===== config.mk =====
export PLATFORM = sky130hd
export DESIGN_NAME = vga_line_prefetch_flat
export DESIGN_NICKNAME = d
export VERILOG_FILES = /design/src/rtl/vga_line_prefetch_if.sv /design/src/rtl/vga_line_prefetch.sv /design/src/flat_wrapper.sv
export SDC_FILE = /design/constraint.sdc
export NUM_CORES = 1
export LEC_CHECK = 0
export CAP_MARGIN = 10
export CORE_MARGIN = 1
export CORE_UTILIZATION = 66
export DETAILED_ROUTE_END_ITERATION = 16
export PLACE_DENSITY = 0.91
export SYNTH_ARGS = -nofsm -noshare
export SYNTH_HDL_FRONTEND = slang
export SYNTH_SLANG_ARGS = --single-unit

===== constraint.sdc =====
create_clock -name clk -period 5.4 [get_ports clk]
set_input_delay 0.81 -clock clk [delete_from_list [all_inputs] [get_ports clk]]
set_output_delay 0.81 -clock clk [all_outputs]
set_load 0.05 [all_outputs]

===== src/rtl/vga_line_prefetch_if.sv =====
// FML read-master bus plus the byte-stream pixel port of the line prefetcher.
// The master modport is the prefetcher side. The slave modport is the memory/pixel side.
interface vga_line_prefetch_if #(
  parameter int unsigned fml_depth = 25
);
  logic [fml_depth-1:0] fml_adr;
  logic                 fml_stb;
  logic                 fml_ack;
  logic [15:0]          fml_di;
  logic                 pix_rd;
  logic [7:0]           pix_data;
  logic                 pix_valid;

  modport master (
    output fml_adr, fml_stb, pix_data, pix_valid,
    input  fml_ack, fml_di, pix_rd
  );

  modport slave (
    input  fml_adr, fml_stb, pix_data, pix_valid,
    output fml_ack, fml_di, pix_rd
  );
endinterface


===== src/rtl/vga_line_prefetch.sv =====
// Per-scanline FML burst reader feeding a word FIFO.
// The FIFO is presented to the pixel stage as a low-byte-first show-ahead byte stream.
module vga_line_prefetch #(
  parameter int unsigned          fml_depth      = 25,
  parameter logic [fml_depth-1:0] FB_BASE        = 'h0A0000,
  parameter int unsigned          WORDS_PER_LINE = 160,
  parameter int unsigned          FIFO_AW        = 5
) (
  input  logic                clk,
  input  logic                rst,
  input  logic [15:0]         start_addr,
  input  logic                frame_start,
  input  logic                line_start,
  input  logic                line_repeat,
  vga_line_prefetch_if.master bus,
  output logic                busy,
  output logic                underrun
);

  localparam logic [1:0] IDLE  = 2'd0;
  localparam logic [1:0] FETCH = 2'd1;
  localparam logic [1:0] DRAIN = 2'd2;

  localparam int unsigned WCW   = $clog2(WORDS_PER_LINE + 1);
  localparam int unsigned DEPTH = 1 << FIFO_AW;
  localparam int unsigned CW    = FIFO_AW + 1;
  localparam logic [WCW-1:0] WPL        = WCW'(WORDS_PER_LINE);
  localparam logic [15:0]    LINE_BYTES = 16'(2 * WORDS_PER_LINE);

  logic [1:0]         state, state_nx;
  logic               stb, stb_nx;
  logic [15:0]        adr_off, adr_nx;
  logic [WCW-1:0]     wcnt, wcnt_nx;
  logic [15:0]        line_base, next_base;
  logic [15:0]        base_fs, base_now, base_sel;

  logic [15:0]        mem [DEPTH];
  logic [FIFO_AW-1:0] wptr, rptr;
  logic [CW-1:0]      count, count_nx;
  logic               phase;
  logic [7:0]         last_byte, pix_data_w;
  logic               pix_valid_w;

  logic pending, word_ack, push, pop_byte, pop_word;

  assign base_fs  = 16'(start_addr << 1);
  assign base_now = frame_start ? base_fs : next_base;
  assign base_sel = line_repeat ? line_base : base_now;

  assign word_ack    = bus.fml_ack & stb;
  assign pending     = stb & ~bus.fml_ack;
  assign pix_valid_w = (count != '0);
  assign pop_byte    = bus.pix_rd & pix_valid_w;
  assign pop_word    = pop_byte & phase;
  assign push        = word_ack & (state == FETCH) & ~line_start;

  always_comb begin
    count_nx = count;
    if (line_start)
      count_nx = '0;
    else if (push && !pop_word)
      count_nx = count + 1'b1;
    else if (!push && pop_word)
      count_nx = count - 1'b1;
  end

  // A request already on the bus is never withdrawn; a line_start that hits one parks in DRAIN.
  always_comb begin
    state_nx = state;
    adr_nx   = adr_off;
    wcnt_nx  = wcnt;
    case (state)
      IDLE: begin
        if (line_start) begin
          state_nx = FETCH;
          adr_nx   = base_sel;
          wcnt_nx  = '0;
        end
      end
      FETCH: begin
        if (line_start && pending) begin
          state_nx = DRAIN;
        end else if (line_start) begin
          adr_nx  = base_sel;
          wcnt_nx = '0;
        end else if (word_ack) begin
          adr_nx  = adr_off + 16'd2;
          wcnt_nx = wcnt + 1'b1;
          if (wcnt == WPL - 1'b1)
            state_nx = IDLE;
        end
      end
      DRAIN: begin
        if (word_ack) begin
          state_nx = FETCH;
          adr_nx   = line_start ? base_sel : line_base;
          wcnt_nx  = '0;
        end
      end
      default: state_nx = IDLE;
    endcase

    stb_nx = 1'b0;
    if ((state == FETCH || state == DRAIN) && pending)
      stb_nx = 1'b1;
    else if (state_nx == FETCH && count_nx < CW'(DEPTH))
      stb_nx = 1'b1;
  end

  always_ff @(posedge clk) begin
    if (rst) begin
      state     <= IDLE;
      stb       <= 1'b0;
      adr_off   <= '0;
      wcnt      <= '0;
      line_base <= '0;
      next_base <= '0;
      wptr      <= '0;
      rptr      <= '0;
      count     <= '0;
      phase     <= 1'b0;
      last_byte <= '0;
      underrun  <= 1'b0;
    end else begin
      state     <= state_nx;
      stb       <= stb_nx;
      adr_off   <= adr_nx;
      wcnt      <= wcnt_nx;
      last_byte <= pix_data_w;
      count     <= count_nx;
      if (line_start) begin
        line_base <= base_sel;
        next_base <= base_sel + LINE_BYTES;
      end else if (frame_start) begin
        next_base <= base_fs;
      end
      if (bus.pix_rd && !pix_valid_w)
        underrun <= 1'b1;
      if (line_start) begin
        wptr  <= '0;
        rptr  <= '0;
        phase <= 1'b0;
      end else begin
        if (push)
          wptr <= wptr + 1'b1;
        if (pop_byte) begin
          phase <= ~phase;
          if (phase)
            rptr <= rptr + 1'b1;
        end
      end
    end
  end

  always_ff @(posedge clk) begin
    if (push && !rst)
      mem[wptr] <= bus.fml_di;
  end

  assign pix_data_w = pix_valid_w ? (phase ? mem[rptr][15:8] : mem[rptr][7:0]) : last_byte;

  assign bus.fml_adr   = FB_BASE + {{(fml_depth - 16){1'b0}}, adr_off};
  assign bus.fml_stb   = stb;
  assign bus.pix_data  = pix_data_w;
  assign bus.pix_valid = pix_valid_w;
  assign busy          = (state != IDLE);

endmodule


===== src/flat_wrapper.sv =====
// flat-port wrapper written by rule: the top's interface ports become plain ports
module vga_line_prefetch_flat 
#(
  parameter int unsigned          fml_depth      = 25,
  parameter logic [fml_depth-1:0] FB_BASE        = 'h0A0000,
  parameter int unsigned          WORDS_PER_LINE = 160,
  parameter int unsigned          FIFO_AW        = 5
)
  (clk, rst, start_addr, frame_start, line_start, line_repeat, busy, underrun, bus_fml_adr, bus_fml_stb, bus_pix_data, bus_pix_valid, bus_fml_ack, bus_fml_di, bus_pix_rd);
  vga_line_prefetch_if #(.fml_depth(fml_depth)) bus_i ();
  input  logic clk;
  input  logic rst;
  input  logic [15:0] start_addr;
  input  logic frame_start;
  input  logic line_start;
  input  logic line_repeat;
  output logic busy;
  output logic underrun;
  output wire logic [$bits(bus_i.fml_adr)-1:0] bus_fml_adr;
  output wire logic [$bits(bus_i.fml_stb)-1:0] bus_fml_stb;
  output wire logic [$bits(bus_i.pix_data)-1:0] bus_pix_data;
  output wire logic [$bits(bus_i.pix_valid)-1:0] bus_pix_valid;
  input wire logic [$bits(bus_i.fml_ack)-1:0] bus_fml_ack;
  input wire logic [$bits(bus_i.fml_di)-1:0] bus_fml_di;
  input wire logic [$bits(bus_i.pix_rd)-1:0] bus_pix_rd;
  assign bus_fml_adr = bus_i.fml_adr;
  assign bus_fml_stb = bus_i.fml_stb;
  assign bus_pix_data = bus_i.pix_data;
  assign bus_pix_valid = bus_i.pix_valid;
  assign bus_i.fml_ack = bus_fml_ack;
  assign bus_i.fml_di = bus_fml_di;
  assign bus_i.pix_rd = bus_pix_rd;
  vga_line_prefetch #(.fml_depth(fml_depth), .FB_BASE(FB_BASE), .WORDS_PER_LINE(WORDS_PER_LINE), .FIFO_AW(FIFO_AW)) u_core (.clk(clk), .rst(rst), .start_addr(start_addr), .frame_start(frame_start), .line_start(line_start), .line_repeat(line_repeat), .bus(bus_i), .busy(busy), .underrun(underrun));
endmodule

# Yosys cells after proc, flatten, opt, wreduce, memory -nomap -nowiden
# Memory sizes are Yosys's and may differ from the RTL's. A register that Yosys moved wholly into a read port is not among the register bits.
# Index checks and enable logic that the tools add are counted.
dict set report totals {
  mem_count 1
  regBits 85
  out_inout_bits 37
  inputBits 39
  ram_bits 512
}
dict set report op_classes {
  n_lt_le_gt_ge 1
  n_reduce_logical 19
  n_mux 34
  n_eq_ne 8
  add_sub_neg 8
  bitwise_logic 9
}
# name words word_bits rd rd_clocked_by_memory_dff wr line_no
set memory_table {}
lappend memory_table {u_core.mem 32 16 1 1 1 vga_line_prefetch.sv:37} ;# logic [15:0] mem [DEPTH];
# op n
set ops {}
lappend ops {{2-to-1 mux 16 bit} 9}
lappend ops {{2-to-1 mux 8 bit} 7}
lappend ops {{one-hot mux 16 bit (3 select lines)} 1}
lappend ops {{one-hot mux 8 bit (3 select lines)} 1}
lappend ops {{adder 20 x 16 -> 21 bit, first input constant} 1}
lappend ops {{2-to-1 mux 6 bit} 3}
lappend ops {{adder 16 x 2 -> 16 bit, second input constant} 1}
lappend ops {{adder 16 x 9 -> 16 bit, second input constant} 1}
lappend ops {{2-to-1 mux 2 bit} 6}
lappend ops {{adder 5 x 1 -> 5 bit, second input constant} 2}
lappend ops {{2-to-1 mux 5 bit} 2}
lappend ops {{adder 8 x 1 -> 8 bit, second input constant} 1}
lappend ops {{== test 8 bit, second input constant} 1}
lappend ops {{logical AND 1 bit} 7}
lappend ops {{adder 6 x 1 -> 6 bit, second input constant} 1}
lappend ops {{bitwise AND 1 bit} 6}
lappend ops {{< comparator 6 bit, second input constant} 1}
lappend ops {{one-hot mux 2 bit (3 select lines)} 1}
lappend ops {{nonzero test 6 bit} 1}
lappend ops {{subtractor 6 x 1 -> 6 bit, second input constant} 1}
lappend ops {{AND reduction 5 bit} 1}
lappend ops {{== test 2 x 1 -> 1 bit, second input constant} 2}
lappend ops {{logical NOT 1 bit} 4}
lappend ops {{2-to-1 mux 1 bit} 4}
lappend ops {{11 further kinds} 14}

# Longest topological paths before layout
# Gate-level depths: netlist of run 1.
dict set report depth {
  word_depth 12
  depth_mapped 13
  mapped_depth_nobuf 12
}

# Worst setup path before layout of run 1
# OpenSTA, ideal clock, no wires.
dict set report synth_timing {
  path_type {reg2out}
  start {register with a tool-made name}
  end {output bus_pix_data[0]}
  path_buffers 4
  path_slack_ns 2.032
  stages_incl_launch_ff 9
  t_arrival_ns 2.558
  required_time_ns 4.590
  cell_sequence {dfxtp_1 > buf_2 > buf_6 > buf_2 > buf_2 > a211oi_1 > nor4_1 > nor4b_2 > nor3_1}
}
# element line_no
set synth_lines {}
lappend synth_lines {{to (decl)} flat_wrapper.sv:21} ;# output wire logic [$bits(bus_i.pix_data)-1:0] bus_pix_data;

==> impl_metrics.env, run 1 <==
export IMPL_status="finished, final reports clean"
export IMPL_wirelength_mm=64.9
export IMPL_hpwl_mm=35.7
export IMPL_vias=15900
export IMPL_cp_start_kind="register"
export IMPL_clk_path_buf_depth=3
export IMPL_fin_setup_tns_ns=0
export IMPL_synth_area_um2=25100
export IMPL_async_reset_ff_share_pct=0
export IMPL_cts_tree="done"
export IMPL_reg2reg_setup_slack_ns=1.64
export IMPL_required_ns=4.59
export IMPL_cellPowerDensity_nw_per_um2=350
export IMPL_ys_seq_area_share_pct=68.3
export IMPL_timing_final_hold_violations=0
export IMPL_cpLargestDelayFamily="simple AND/OR/NAND/NOR gates"
export IMPL_fin_skew_ns=0.0143
export IMPL_r2r_worst_path_cells=7
export IMPL_drv_cap=0
export IMPL_r2r_start="u_core.state[1]"
export IMPL_route_detailed_drc=0
export IMPL_synth_most_common_cell="edfxtp_1"
export IMPL_drt_vias_per_instance=6.91
export IMPL_drt_iter0_drc=2124
export IMPL_die_h_um=197
export IMPL_yosysTopAreaCellShare_pct=61.2
export IMPL_gp_congestion=0.922
export IMPL_drive_gt1_share_pct=17.9
export IMPL_n_antenna_cell=0
export IMPL_rsz0062_at_grt="false"
export IMPL_fin_util_pct=75.7
export IMPL_cts_hold_buffers_added=0
export IMPL_ir_drop_v=0.000334
export IMPL_clock_latency_ns=0.62
export IMPL_hold_start="u_core.underrun"
export IMPL_r2r_end="u_core.mem[7][0]"
export IMPL_worstSetupEndpoint="bus_pix_data[2]"
export IMPL_fmax_ghz=0.187
export IMPL_netlist_cell_type_count=84
export IMPL_crit_path_end_kind="primary output"
export IMPL_h_tree_depth=2
export IMPL_worst_path_max_fanout=25
export IMPL_critPathKind="register to primary output"
export IMPL_clock_sinks=602
export IMPL_grt_overflow_total=0
export IMPL_hold_path_class="register to register"
export IMPL_drv_slew=0
export IMPL_dieArea_um2=38900
export IMPL_cp_slowest_cell="nor4_1"
export IMPL_synth_edf_count=512
export IMPL_synth_area_top_cells="edfxtp_1, dfxtp_1, mux2i_1"
export IMPL_arrival_ns=4.54
export IMPL_worstMarginPinSlew_ns=1.41
export IMPL_fin_area_um2=28400
export IMPL_wl_per_cell_um=28.2
export IMPL_yosysTopAreaCell="edfxtp_1"
export IMPL_io_pins=76
export IMPL_synth_ff_type="edfxtp_1"
export IMPL_ys_warn_count=0
export IMPL_synth_cells=1660
export IMPL_antenna_found_initial=3
export IMPL_nFillCells=1937
export IMPL_fin_crit_ns=5.35
export IMPL_grt_util_all_layers_pct=33.5
export IMPL_drtAntennaViolNets=0
export IMPL_regArea_um2=17200
export IMPL_final_nets=1798
export IMPL_cp_num_buf_inv=2
export IMPL_netlist_top_cells_count="edfxtp_1, nor2_1, mux2i_1, dfxtp_1, mux2_2"
export IMPL_drt_first_pass_iters=7
export IMPL_cp_depth=7
export IMPL_initial_core_util_pct=66.9
export IMPL_grt_pass1_vias=15800
export IMPL_areaGrowthSynthToFinish_pct=13.2
export IMPL_setup_viol_count_final=0
export IMPL_grt_pass1_wl_mm=95.0
export IMPL_fin_crit_sh_pct=99.1
export IMPL_slowest_delay_ns=1.15
export IMPL_ys_seq_elements=602
export IMPL_grt_max_degree=61
export IMPL_multi_input_area_um2=7320
export IMPL_rows=71
export IMPL_worstPathCellList="buf_4 -> mux4_2 -> nor2_1 -> nor4_1 -> nor4b_2 -> nor3_1 -> clkdlybuf4s50_1"
export IMPL_cts_reportedPaths_clkPinSlew_ns=0.07
export IMPL_leakagePower_uw=0.00898
export IMPL_cts_root_buf="clkbuf_16"
export IMPL_placed_area_um2=26300
export IMPL_relSlewSlack_pct=6.00
export IMPL_die_w_um=197
export IMPL_core_area_um2=37600
export IMPL_io_buffers=65
export IMPL_cts_buffers=57
export IMPL_synth_area_per_cell_um2=15.1
==> worst min-delay path by stage <==
stage / endpoint / depth (start not counted)
finish: u_core.underrun / 2
global placement: u_core.wcnt[1] / 2
CTS: u_core.line_base[1] / 2
detailed placement: u_core.wcnt[1] / 2
global route: u_core.line_base[1] / 2
floorplan: u_core.wcnt[1] / 2
==> through the flow <==
step | power, uW | hold WS (ns) | std cells | worst slack, ns
3_3_place_gp | 5630 | 0.461 | 2189 | 1.04
5_1_grt | 10200 | 0.511 | 2302 | 0.0923
4_1_cts | 9930 | 0.488 | 2296 | 0.105
3_5_place_dp | 5640 | 0.465 | 2189 | 0.902
2_1_floorplan | 5460 | 0.449 | 1667 | 2.03
6_report | 9970 | 0.483 | 2302 | 0.0499
==> where the power goes <==
part | internal, uW | total [uW] | switching, uW
Sequential | 5070 | 5110 | 37.8
Clock | 2580 | 4400 | 1820
Combinational | 151 | 462 | 311
Total | 7800 | 9970 | 2170
==> registers in the layout, summed over array words and instances, names as in the netlist, 2 cells and up, named ones only <==
name	count
u_core.mem	512
u_core.adr_off	16
u_core.line_base	16
u_core.next_base	16
u_core.last_byte	8
u_core.wcnt	8
u_core.count	6
u_core.rptr	5
u_core.wptr	5
u_core.state	2
==> area by class of cell <==
| type | count | share of cell area (%) |
|---|---|---|
| Sequential cell | 602 | 60.4 |
| Multi-Input combinational cell | 943 | 25.7 |
| Clock buffer | 63 | 5.24 |
| Timing Repair Buffer | 124 | 4.21 |
| Tap cell | 511 | 2.25 |
| Clock inverter | 44 | 1.97 |
| Inverter | 15 | 0.198 |
==> worst reg2reg max path, delay by kind of cell (launching register included) <==
kind,cells,cell delay (ns)
buffers and inverters,2,0.44
adder cells (fa/ha/maj),1,0.64
AND/OR/NAND/NOR,4,2.06
flip-flops,1,0.33
==> kinds of logic after synthesis <==
family | after synthesis | synth area share [%]
AO/OA/AOI/OAI | 234 | 6.54
AND/OR/NAND/NOR | 419 | 8.94
XOR/XNOR | 29 | 1.01
adder cells (fa/ha/maj) | 16 | 0.796
buffers and inverters | 122 | 2.72
multiplexers | 236 | 11.6
other | 2 | 0.0299
flip-flops | 602 | 68.3
==> cell usage in the layout (no fill, tap or decap), drive strengths merged, types with 22 or more instances in the layout <==
| cell | n |
|---|---|
| o21ai | 26 |
| clkbuf | 63 |
| a21oi | 33 |
| edfxtp | 512 |
| mux4 | 32 |
| nor2b | 38 |
| clkdlybuf4s50 | 63 |
| nand3 | 23 |
| o22ai | 49 |
| nor4 | 26 |
| dfxtp | 90 |
| nor2 | 156 |
| mux2i | 108 |
| nand2 | 59 |
| a211oi | 41 |
| mux2 | 96 |
| clkinv | 22 |
| buf | 61 |
| nor3 | 36 |
==> metal layers <==
metal  up-vias  global-route usage [%]  part of all wire, %
li1       6602                       -                    -
met1      7775                    41.6                   34
met2      1273                    54.5                   48
met3       264                    8.26                   11
met4         4                    18.2                  5.8
met5         -                       0                0.045
==> timing repair <==
item | CTS | global route
setup endpoints to repair | 0 | 2
resized for setup | 0 | 1
buffers inserted | 0 | 1
hold endpoints to repair | 0 | 0
Note: power is estimated with default switching activity, not from simulation.
==> run 2, diff against run 1 <==
--- a/config.mk
+++ b/config.mk
@@ -10,6 +10,7 @@
 export CORE_UTILIZATION = 66
 export DETAILED_ROUTE_END_ITERATION = 16
 export PLACE_DENSITY = 0.91
+export RECOVER_POWER = 25
 export SYNTH_ARGS = -nofsm -noshare
 export SYNTH_HDL_FRONTEND = slang
 export SYNTH_SLANG_ARGS = --single-unit
==> run 2 against run 1 <==
Compared with the run above:
- the run now ends with capacitance limit, slew limit left
- routed wire length increased by 0.25%
- register-to-register slack got worse by 0.03 ns
- global-route usage stayed put
- clock power is essentially flat
- sequential power about the same
- utilization is 0.16 points lower
- cell area down 0.21%
- via count is 0.55% higher
- worst setup slack improved by 0.019 ns
- combinational power fell by 1%
- clock-buffer cell count unchanged
- power hardly changed
- critical path type unchanged
==> impl_metrics.env, run 2 (same netlist as run 1, synthesis figures left out) <==
export IMPL_drt_vias_per_instance=6.95
export IMPL_fin_crit_ns=5.33
export IMPL_ir_drop_v=0.000336
export IMPL_crit_path_end_kind="primary output"
export IMPL_cp_slowest_cell="nor4_1"
export IMPL_fin_skew_ns=0.0146
export IMPL_required_ns=4.59
export IMPL_die_h_um=197
export IMPL_cp_num_buf_inv=1
export IMPL_drive_gt1_share_pct=17.4
export IMPL_cellPowerDensity_nw_per_um2=351
export IMPL_layout_commonest_cell="edfxtp_1"
export IMPL_vias=16000
export IMPL_drv_slew=198
export IMPL_worstPathCellList="nand2_2 -> a211oi_1 -> nor4_1 -> nor4b_2 -> nor3_1 -> clkdlybuf4s50_1"
export IMPL_dp_cells=2189
export IMPL_fin_crit_sh_pct=98.7
export IMPL_setup_viol_count_final=0
export IMPL_rows=71
export IMPL_initial_core_util_pct=66.9
export IMPL_hpwl_mm=35.7
export IMPL_grt_max_degree=61
export IMPL_io_pins=76
export IMPL_cts_reportedPaths_clkPinSlew_ns=0.07
export IMPL_top_register="u_core.mem"
export IMPL_drtAntennaViolNets=0
export IMPL_die_w_um=197
export IMPL_relSlewSlack_pct=-41.4
export IMPL_critPathKind="register to primary output"
export IMPL_drt_first_pass_iters=6
export IMPL_antenna_found_initial=3
export IMPL_worst_path_max_fanout=35
export IMPL_areaGrowthSynthToFinish_pct=12.9
export IMPL_cp_start_kind="register"
export IMPL_rsz0062_at_grt="false"
export IMPL_fin_area_um2=28400
export IMPL_grt_overflow_total=0
export IMPL_grt_pass1_vias=15800
export IMPL_final_nets=1798
export IMPL_cts_tree="done"
export IMPL_drt_iter0_drc=2082
export IMPL_h_tree_depth=2
export IMPL_placed_area_um2=26300
export IMPL_grt_pass1_wl_mm=95.0
export IMPL_reg2reg_setup_slack_ns=1.61
export IMPL_arrival_ns=4.52
export IMPL_cts_root_buf="clkbuf_16"
export IMPL_leakagePower_uw=0.00894
export IMPL_cts_buffers=57
export IMPL_wl_per_cell_um=28.2
export IMPL_gp_congestion=0.922
export IMPL_nFillCells=1948
export IMPL_fmax_ghz=0.188
export IMPL_wirelength_mm=65.0
export IMPL_status="finished, violations left"
export IMPL_hold_path_class="register to register"
export IMPL_clk_path_buf_depth=3
export IMPL_layout_common_cells="edfxtp_1, nor2_1, mux2i_1, mux2_2, dfxtp_1"
export IMPL_io_buffers=65
export IMPL_core_area_um2=37600
export IMPL_grt_util_all_layers_pct=33.5
export IMPL_fin_setup_tns_ns=0
export IMPL_p_total_uw=9970
export IMPL_clock_latency_ns=0.62
export IMPL_dieArea_um2=38900
export IMPL_cpLargestDelayFamily="simple AND/OR/NAND/NOR gates"
export IMPL_slowest_delay_ns=0.92
export IMPL_largest_register_ffs=512
export IMPL_route_detailed_drc=0
export IMPL_timing_final_hold_violations=0
export IMPL_violations="capacitance limit, slew limit"
export IMPL_worstMarginPinSlew_ns=2.12
export IMPL_drv_cap=6
export IMPL_clock_sinks=602
export IMPL_layout_cells_non_filler=2303
## run 2: timing repair
item	CTS	global route
resized for setup	0	1
setup buffers	0	1
endpoints found under the setup margin	0	2
hold buffers	0	0
endpoints found under the hold margin	0	0
## run 2: cell type report
class,instances,area (um2),area share [%]
timing repair buffer,124,1140,4.01
inverter,15,56.3,0.198
clock buffer,63,1490,5.26
tap,511,639,2.25
multi-input combinational,943,7310,25.8
clock inverter,44,559,1.97
antenna,1,2.50,0.00882
sequential,602,17200,60.5
## run 2: worst reg2reg max path: cells and delay by family, from the launching register on
| kind | cells | cell delay (ns) |
|---|---|---|
| DFF | 1 | 0.33 |
| adders and majority gates | 1 | 0.64 |
| buffers and inverters | 2 | 0.44 |
| and+or+nand+nor | 4 | 2.09 |
## run 2: per-layer routing
layer | global-route usage (%) | share of wire (%)
met2 | 54.5 | 48
met1 | 41.6 | 35
met4 | 18.2 | 5.6
met3 | 8.26 | 11
met5 | 0 | 0.045
## run 2: where the power goes
group / internal [uW] / total, uW / switching, uW
clock: 2580 / 4410 / 1830
combinational: 144 / 456 / 312
sequential: 5070 / 5110 / 37.9
## run 2: path summary, 6_finish.rpt
check,startpoint,to,cells past startpoint
setup / recovery,register,bus_pix_data[5],6
setup reg to reg,u_core.state[1],u_core.mem[7][0],7
hold / removal,u_core.underrun,u_core.underrun,2
hold reg to reg,u_core.underrun,u_core.underrun,2
## run 2: metrics by stage
| stage | setup slack, ns | hold WS, ns | util [%] |
|---|---|---|---|
| floorplan | 2.03 | 0.449 | - |
| global placement | 1.04 | 0.461 | 69.9 |
| detailed placement | 0.902 | 0.465 | 69.9 |
| CTS | 0.105 | 0.488 | 75.4 |
| global route | 0.0923 | 0.511 | 75.5 |
| finish | 0.0692 | 0.486 | 75.5 |
==> run 3, diff against run 2 <==
==> constraint.sdc (replaced) <==
create_clock -name clk -period 5.4 [get_ports clk]
set_input_delay 0.81 -clock clk [delete_from_list [all_inputs] [get_ports clk]]
set_output_delay 0.81 -clock clk [all_outputs]
set_load 0.01 [all_outputs]
==> run 3 against run 2 <==
Compared with the run above:
- sequential power barely moved
- utilization shrank 1.1 points
- hold slack worse by 0.017 ns
- die area did not move
- sequential cell count unchanged
- the flow still finishes with violations (capacitance limit, slew limit)
- highest routed layer is now met4
- largest cell class unchanged
- routed wire length decreased by 5.7%
- global-route usage down 1.6 points
- critical endpoint is now bus_pix_data[6]
==> impl_metrics.env, run 3 (same netlist as run 1, synthesis figures left out) <==
export IMPL_areaGrowthSynthToFinish_pct=11.3
export IMPL_relSlewSlack_pct=-22.5
export IMPL_hold_start="u_core.underrun"
export IMPL_drive_gt1_share_pct=16.1
export IMPL_cts_reportedPaths_clkPinSlew_ns=0.06
export IMPL_io_pins=76
export IMPL_timing_final_hold_violations=0
export IMPL_top_register="u_core.mem"
export IMPL_cp_common_cell="nor4_1"
export IMPL_clock_latency_ns=0.61
export IMPL_drt_vias_per_instance=6.77
export IMPL_p_int_uw=7350
export IMPL_grt_max_degree=76
export IMPL_setup_viol_count_final=0
export IMPL_n_antenna_cell=0
export IMPL_initial_core_util_pct=66.9
export IMPL_status="finished, violations left"
export IMPL_worstPathCellList="buf_12 -> mux4_2 -> nor2_1 -> nor4_1 -> nor4_1 -> nor3_1 -> clkdlybuf4s50_1"
export IMPL_worst_path_max_fanout=75
export IMPL_cpLargestDelayFamily="simple AND/OR/NAND/NOR gates"
export IMPL_p_sw_share_pct=21.0
export IMPL_cp_slowest_cell="dfxtp_4"
export IMPL_holdPathEnd="u_core.underrun"
export IMPL_ir_drop_v=0.000295
export IMPL_arrival_ns=4.41
export IMPL_drt_first_pass_iters=7
export IMPL_clk_path_buf_depth=3
export IMPL_required_ns=4.59
export IMPL_dp_cells=2187
export IMPL_cp_num_buf_inv=2
export IMPL_core_area_um2=37600
export IMPL_cts_buffers=56
export IMPL_cts_resized=0
export IMPL_dieArea_um2=38900
export IMPL_cts_hold_buffers_added=0
export IMPL_cp_depth=7
export IMPL_wirelength_mm=61.3
export IMPL_io_buffers=65
export IMPL_r2r_start="u_core.state[1]"
export IMPL_drv_slew=231
export IMPL_reg2reg_setup_slack_ns=1.70
export IMPL_cellPowerDensity_nw_per_um2=332
export IMPL_power_switching_uw=1950
export IMPL_crit_path_end_kind="primary output"
export IMPL_drtAntennaViolNets=0
export IMPL_hpwl_mm=35.1
export IMPL_die_h_um=197
export IMPL_violations="capacitance limit, slew limit"
export IMPL_layout_common_cells="edfxtp_1, nor2_1, mux2i_1, mux2_2, dfxtp_1"
export IMPL_fin_setup_tns_ns=0
export IMPL_grt_overflow_total=0
export IMPL_layout_cells_non_filler=2292
export IMPL_rows=71
export IMPL_combPwrFrac_pct=4.1
export IMPL_clock_power_share_pct=40.9
export IMPL_leakagePower_uw=0.00876
export IMPL_clock_sinks=602
export IMPL_vias=15500
export IMPL_slowest_delay_ns=1.07
export IMPL_largest_register_ffs=512
export IMPL_drt_iter0_drc=2106
export IMPL_h_tree_depth=2
export IMPL_critPathKind="register to primary output"
export IMPL_postCtsSetupRepairBufs=0
export IMPL_drv_cap=7
export IMPL_cp_start_kind="register"
export IMPL_cts_tree="done"
export IMPL_die_w_um=197
export IMPL_wl_per_cell_um=26.8
export IMPL_power_frac_seq_pct=55.0
export IMPL_grt_pass1_vias=15100
export IMPL_fin_crit_sh_pct=96.7
export IMPL_route_detailed_drc=0
export IMPL_r2r_end="u_core.bus.fml_stb"
export IMPL_nFillCells=2009
export IMPL_hold_path_class="register to register"
export IMPL_hold_path_cell_count=2
export IMPL_worstMarginPinSlew_ns=1.84
export IMPL_rsz0062_at_grt="false"
export IMPL_grt_pass1_wl_mm=90.9
export IMPL_cts_root_buf="clkbuf_16"
export IMPL_final_nets=1791
export IMPL_r2r_worst_path_cells=10
export IMPL_fin_skew_ns=0.0360
export IMPL_fin_crit_ns=5.22
export IMPL_grt_util_all_layers_pct=31.9
export IMPL_gp_congestion=0.922
export IMPL_fmax_ghz=0.192
export IMPL_layout_commonest_cell="edfxtp_1"
export IMPL_antenna_found_initial=0
## run 3: cell count changes in the layout (fill, tap and decap cells not counted), moves of 3 or more
| cell | previous run | this run |
|---|---|---|
| clkbuf_16 | 59 | 56 |
| clkbuf_1 | 12 | 22 |
| inv_6 | 4 | 1 |
| clkinv_2 | 9 | 12 |
| buf_4 | 44 | 40 |
| clkbuf_8 | 0 | 3 |
| clkinv_1 | 10 | 14 |
| bufinv_16 | 12 | 4 |
| clkinvlp_4 | 5 | 0 |
| clkinv_4 | 3 | 0 |
## run 3: worst max path at each step
stage | end | slack (ns)
6_report | bus_pix_data[6] | 0.18
5_1_grt | bus_pix_data[6] | 0.03
4_1_cts | bus_pix_data[6] | 0.33
3_5_place_dp | bus_pix_data[6] | 1.06
3_3_place_gp | bus_pix_data[6] | 1.09
2_1_floorplan | u_core.bus.fml_stb | 2.27
## run 3: metrics by stage
| stage | hold slack, ns | total power, uW | area, um2 | setup WS (ns) | util, % |
|---|---|---|---|---|---|
| finish | 0.470 | 9300 | 28000 | 0.180 | 74.5 |
| global route | 0.514 | 9520 | 28000 | 0.0272 | 74.5 |
| CTS | 0.478 | 9290 | 28000 | 0.327 | 74.5 |
| detailed placement | 0.464 | 5580 | 26300 | 1.06 | 69.9 |
| global placement | 0.461 | 5560 | 26300 | 1.09 | 69.9 |
| floorplan | 0.449 | 5400 | 25200 | 2.27 | - |
## run 3: routing by layer
metal	wire, um	global-route usage, %
met4	2690	14.0
met3	6250	5.70
met5	0	0
met2	30700	52.8
met1	21700	41.7
## run 3: cell type report
type                       count  area (um2)  share of cell area (%)
clock buffer                  72        1490                    5.33
clock inverter                31         254                   0.908
inverter                      15        56.3                   0.201
multi-input combinational    943        7310                    26.1
sequential                   602       17200                    61.4
tap                          511         639                    2.28
timing repair buffer         118        1050                    3.77
## run 3: power by group through the flow
stage / Sequential, uW / Combinational (uW) / Clock (uW)
2_1_floorplan: 5200 / 194 / 0
3_3_place_gp: 5200 / 353 / 0
3_5_place_dp: 5210 / 368 / 0
4_1_cts: 5110 / 376 / 3810
5_1_grt: 5110 / 407 / 4000
6_report: 5110 / 381 / 3800
## run 3: worst register-to-register path, delay by kind of cell (launching register included)
kind / cells / cell delay, ns
compound gates: 1 / 0.25
fa+ha+maj: 2 / 1.10
buf+inv: 1 / 0.12
flops: 1 / 0.35
simple gates: 6 / 1.77
